$ cat config.mk
export PLATFORM = sky130hd
export DESIGN_NAME = uart_rx_pkt_ctrl
export DESIGN_NICKNAME = d
export VERILOG_FILES = /design/src/rtl/uart_rx_pkt_ctrl.sv
export SDC_FILE = /design/constraint.sdc
export NUM_CORES = 1
export LEC_CHECK = 0
export ABC_CLOCK_PERIOD_IN_PS = 4400
export CORE_ASPECT_RATIO = 0.75
export CORE_MARGIN = 2
export CORE_UTILIZATION = 37
export DETAILED_ROUTE_END_ITERATION = 7
export HOLD_SLACK_MARGIN = 0.02
export PLACE_DENSITY = 0.61
export SYNTH_ARGS = -nofsm -noshare
export SYNTH_HDL_FRONTEND = slang
export SYNTH_SLANG_ARGS = --single-unit
$ cat constraint.sdc
create_clock -name clk -period 4.4 [get_ports clk]
set_clock_uncertainty 0.05 [all_clocks]
set_input_delay 1.1 -clock clk [delete_from_list [all_inputs] [get_ports clk]]
set_output_delay 1.1 -clock clk [all_outputs]
set_load 0.02 [all_outputs]
$ cat src/rtl/uart_rx_pkt_ctrl.sv
// Packet controller behind the UART receiver: frames SYNC/ADDR/LEN/payload/CSUM,
// buffers the payload until the checksum passes, then drains it on a valid/ready stream.
module uart_rx_pkt_ctrl #(
  parameter int unsigned MAX_LEN = 16,
  parameter int unsigned TIMEOUT = 20000,
  parameter logic [7:0]  SYNC    = 8'hA5
) (
  input  logic       clk,
  input  logic       rst,
  input  logic [7:0] rx_data,
  input  logic       rx_ready,
  output logic       out_valid,
  input  logic       out_ready,
  output logic [7:0] out_data,
  output logic [7:0] out_addr,
  output logic       out_last,
  output logic       pkt_ok,
  output logic       pkt_err,
  output logic [1:0] err_code,
  output logic [7:0] drop_cnt,
  output logic       busy
);

  localparam int unsigned   IW   = (MAX_LEN > 1) ? $clog2(MAX_LEN) : 1;
  localparam int unsigned   TW   = (TIMEOUT > 1) ? $clog2(TIMEOUT) : 1;
  localparam logic [TW-1:0] TLIM = TW'(TIMEOUT - 1);
  localparam logic [7:0]    MAXB = 8'(MAX_LEN);

  typedef enum logic [2:0] {
    S_IDLE, S_ADDR, S_LEN, S_DATA, S_CSUM, S_DRAIN
  } state_t;

  state_t        state;
  logic          sync1, sync2, sync3;
  logic          byte_stb;
  logic [7:0]    byte_q;
  logic [7:0]    addr;
  logic [7:0]    len;
  logic [7:0]    idx;
  logic [7:0]    nidx;
  logic [7:0]    csum;
  logic [TW-1:0] tmr;
  logic [7:0]    pbuf [MAX_LEN];

  always_comb nidx = idx + 8'd1;

  // Payload storage carries no reset so it can map onto plain RAM.
  always_ff @(posedge clk) begin
    if (state == S_DATA && byte_stb) pbuf[idx[IW-1:0]] <= byte_q;
  end

  always_ff @(posedge clk or negedge rst) begin
    if (!rst) begin
      state     <= S_IDLE;
      sync1     <= 1'b0;
      sync2     <= 1'b0;
      sync3     <= 1'b0;
      byte_stb  <= 1'b0;
      byte_q    <= '0;
      addr      <= '0;
      len       <= '0;
      idx       <= '0;
      csum      <= '0;
      tmr       <= '0;
      out_valid <= 1'b0;
      out_data  <= '0;
      out_addr  <= '0;
      out_last  <= 1'b0;
      pkt_ok    <= 1'b0;
      pkt_err   <= 1'b0;
      err_code  <= '0;
      drop_cnt  <= '0;
      busy      <= 1'b0;
    end else begin
      sync1    <= rx_ready;
      sync2    <= sync1;
      sync3    <= sync2;
      // Strobe is registered together with the byte, so both are consumed one edge later.
      byte_stb <= sync2 & ~sync3;
      if (sync2 & ~sync3) byte_q <= rx_data;
      pkt_ok  <= 1'b0;
      pkt_err <= 1'b0;

      case (state)
        S_IDLE: begin
          tmr <= '0;
          if (byte_stb && byte_q == SYNC) begin
            state <= S_ADDR;
            busy  <= 1'b1;
          end
        end

        S_ADDR, S_LEN, S_DATA, S_CSUM: begin
          tmr <= '0;
          if (byte_stb) begin
            case (state)
              S_ADDR: begin
                addr  <= byte_q;
                csum  <= byte_q;
                state <= S_LEN;
              end
              S_LEN: begin
                if (byte_q == 8'd0 || byte_q > MAXB) begin
                  pkt_err  <= 1'b1;
                  err_code <= 2'd1;
                  state    <= S_IDLE;
                  busy     <= 1'b0;
                end else begin
                  len   <= byte_q;
                  csum  <= csum ^ byte_q;
                  idx   <= '0;
                  state <= S_DATA;
                end
              end
              S_DATA: begin
                csum <= csum ^ byte_q;
                idx  <= nidx;
                if (idx == len - 8'd1) state <= S_CSUM;
              end
              default: begin
                if (csum == byte_q) begin
                  pkt_ok    <= 1'b1;
                  idx       <= '0;
                  out_valid <= 1'b1;
                  out_data  <= pbuf[0];
                  out_addr  <= addr;
                  out_last  <= (len == 8'd1);
                  state     <= S_DRAIN;
                end else begin
                  pkt_err  <= 1'b1;
                  err_code <= 2'd2;
                  state    <= S_IDLE;
                  busy     <= 1'b0;
                end
              end
            endcase
          end else if (tmr == TLIM) begin
            pkt_err  <= 1'b1;
            err_code <= 2'd3;
            state    <= S_IDLE;
            busy     <= 1'b0;
          end else begin
            tmr <= tmr + 1'b1;
          end
        end

        S_DRAIN: begin
          tmr <= '0;
          if (byte_stb && drop_cnt != 8'hFF) drop_cnt <= drop_cnt + 8'd1;
          if (out_valid && out_ready) begin
            if (out_last) begin
              out_valid <= 1'b0;
              out_last  <= 1'b0;
              state     <= S_IDLE;
              busy      <= 1'b0;
            end else begin
              idx      <= nidx;
              out_data <= pbuf[nidx[IW-1:0]];
              out_addr <= out_addr + 8'd1;
              out_last <= (nidx == len - 8'd1);
            end
          end
        end

        default: begin
          state <= S_IDLE;
          busy  <= 1'b0;
        end
      endcase
    end
  end

endmodule

==> flow_summary.yaml <==
status:
  status: "completed"
power_and_ir_drop:
  power.density_nw_per_um2: 466.3
  finalPower_w: 0.005405
  seqPwrFrac: 0.452
  ir_drop_mv: 0.2808
  p_sw_frac: 0.2578
  p_comb_frac: 0.169
  internal_power_w: 0.004011
  leakage_nw: 4.162
  clkPwrFrac: 0.379
  p_switching_w: 0.001393
hold_path:
  hold_start: "sync1"
  min_to: "sync2"
  hp-class: "reg2reg"
  hold_depth: 0
global_route:
  grt_pass1_wl_mm: 34.99
  gr-total-overflow: 0
  grt_pass1_vias: 6080
  track_usage: 0.1561
  antenna_found_initial: 0
  grt_max_degree: 52
layout:
  layout_common_cells: "edfxtp_1, dfrtp_1, nand2_1"
  final_nets: 812
  drive_gt1_frac: 0.1475
  antenna_cells: 0
  fillerInstances: 2425
  final_common_cell: "edfxtp_1"
  areaGrowthSynthToFinish_pct: 14.88
critical_path:
  ff2ff_setup_slack_ns: 1.45
  rr_endpoint: "out_data[4]"
  r2r-start: "idx[0]"
  cp.required_ns: 4.79
  critPathSlowestCell: "nor2_1"
  start_kind: "flop"
  crit_chain: "buf_4 -> ha_1 -> nand2b_1 -> and2_1 -> nor2_1 -> a22oi_1 -> a21oi_1 -> o22a_1"
  ff2ff_path_depth: 8
  critPathCaptureType: "flop"
  critPathMaxStageDelay_ns: 0.54
  critical_path_class: "reg2reg"
  cp_max_fo: 22
  cp.arrival_ns: 3.34
clock_tree:
  clkSinkCount: 221
  cts.clk_slew.worst_paths_ns: 0.06
  cts_max_level: 1
  cts_buffer_depth: 3
  cts_tree: "done"
  clk-insertion-delay-late_ns: 0.51
  cts_resized: 0
  cts_hold_buf: 0
  post_cts.repair.setup_buffers: 0
  cts_root_buf: "clkbuf_16"
  cts_made_buffers: 22
floorplan:
  io_pins: 43
  core-area_um2: 26870
  start_util: 0.3754
  die-area_um2: 28620
  die_h_um: 147
  die_width_um: 194.7
  num_rows: 52
synth:
  ys_types: 69
  synth_warnings: 0
  netlist_area_um2: 10090
  synth_edf_count: 128
  ys_async_sr_fraction: 0.4208
  avgSynthCellArea_um2: 13.43
  synth_cells: 751
  synth_ff_type: "edfxtp_1"
  ys_seq_area_frac: 0.6117
  syn_nets: 772
  synth_seq_cells: 221
sta:
  layout_min_cycle_time_ns: 2.945
  max_freq_mhz: 339.5
  fin_crit_sh: 0.6694
  rsz0062_at_grt: "no"
  hold_viol: 0
  tightest_slew_ns: 1.066
  finalMaxSlewViolations: 0
  max-slew-margin-rel: 0.2891
  timing.setup.tns_ns: 0
  setup-violations-final: 0
route:
  avgViaCountPerCell: 5.377
  via_count: 6226
  first_iter_violations: 582
  detail_route.wl_per_cell_um: 18.90
  drt-pass1-iter-count: 5
  ant_nets: 0
  wl_mm: 21.89
  drc_errors: 0
run:
  max-cap-violations: 0
placement:
  place_hpwl_mm: 14.24
  io_buffers: 42
  gp_congestion: 0.7931
## worst max path at each step
| stage | from | endpoint | slack, ns |
|---|---|---|---|
| final | idx[0] | out_data[4] | 1.45 |
| after detailed placement | out_ready | out_addr[4] | 1.32 |
| after global routing | byte_q[5] | out_addr[4] | 1.23 |
| after global placement | out_ready | out_addr[4] | 1.36 |
| after CTS | byte_q[5] | out_addr[4] | 1.44 |
| after floorplan | idx[0] | out_data[3] | 1.85 |
## cell usage after synthesis, types with 14 or more instances
| cell type | instances | area (um2) |
|---|---|---|
| mux4_2 | 32 | 720.7 |
| nand3_1 | 28 | 140.1 |
| edfxtp_1 | 128 | 3844 |
| nand2_1 | 75 | 281.5 |
| xnor2_1 | 23 | 201.4 |
| nor2_1 | 37 | 138.9 |
| a22oi_1 | 16 | 120.1 |
| xor2_1 | 19 | 166.4 |
| a21oi_1 | 36 | 180.2 |
| dfrtp_1 | 93 | 2327 |
| mux2_2 | 22 | 247.7 |
| o21ai_0 | 26 | 130.1 |
| clkbuf_1 | 14 | 52.55 |
| inv_1 | 14 | 52.55 |
## through the flow
stage               cells  setup WS [ns]  cell area, um2  hold WS (ns)    util
floorplan             751          1.854           10090        0.2812       -
global placement     1118          1.364           10800        0.2842  0.4019
detailed placement   1118          1.323           10800        0.2881  0.4019
CTS                  1158          1.438           11590        0.3010  0.4313
global route         1158          1.234           11590        0.3061  0.4313
finish               1158          1.455           11590        0.2981  0.4313
## cells by family (layout without fill, tap and decap cells)
family,Yosys count,after routing,synth area share
mux,59,59,0.1010
flops,221,221,0.6117
fa+ha+maj,9,9,0.01116
compound gates,141,141,0.09364
simple gates,225,225,0.1150
xor+xnor,43,43,0.03808
buf+inv,53,109,0.02952
## metal layers
metal,track usage,up-vias,share of wire
met5,0,-,0
met3,0.02479,25,0.053
met1,0.2548,3138,0.52
met4,0.03462,0,0.015
li1,-,2899,-
met2,0.2154,164,0.41
## power by group through the flow
stage / Sequential, W / Clock (W) / Combinational, W
CTS: 0.00244 / 0.00210 / 0.000922
global route: 0.00246 / 0.00218 / 0.00101
finish: 0.00244 / 0.00205 / 0.000911
floorplan: 0.00246 / 0 / 0.000710
global placement: 0.00248 / 0 / 0.000908
detailed placement: 0.00249 / 0 / 0.000917
## state kept, by name, summed over array words and instances (netlist names), 8 cells and up
name and count:
idx 8, pbuf 128, byte_q 8, drop_cnt 8, csum 8, addr 8, tmr 15, out_data 8
len 8, out_addr 8
## layout make-up
| type | count | area, um2 | area share |
|---|---|---|---|
| sequential | 221 | 6172 | 0.5325 |
| tap | 351 | 439.2 | 0.03789 |
| clock buffer | 30 | 611.8 | 0.05279 |
| clock inverter | 10 | 178.9 | 0.01544 |
| inverter | 14 | 52.55 | 0.004534 |
| multi-input combinational | 477 | 3620 | 0.3123 |
| timing repair buffer | 55 | 515.5 | 0.04448 |
## worst max-delay path, delay by kind of cell (launching register included)
kind,cells,cell delay (ns)
DFF,1,0.38
and+or+nand+nor,3,0.86
buffers and inverters,1,0.39
adders and majority gates,1,0.41
AOI/OAI and AO/OA,3,0.78
(Power assumes the default switching activity.)
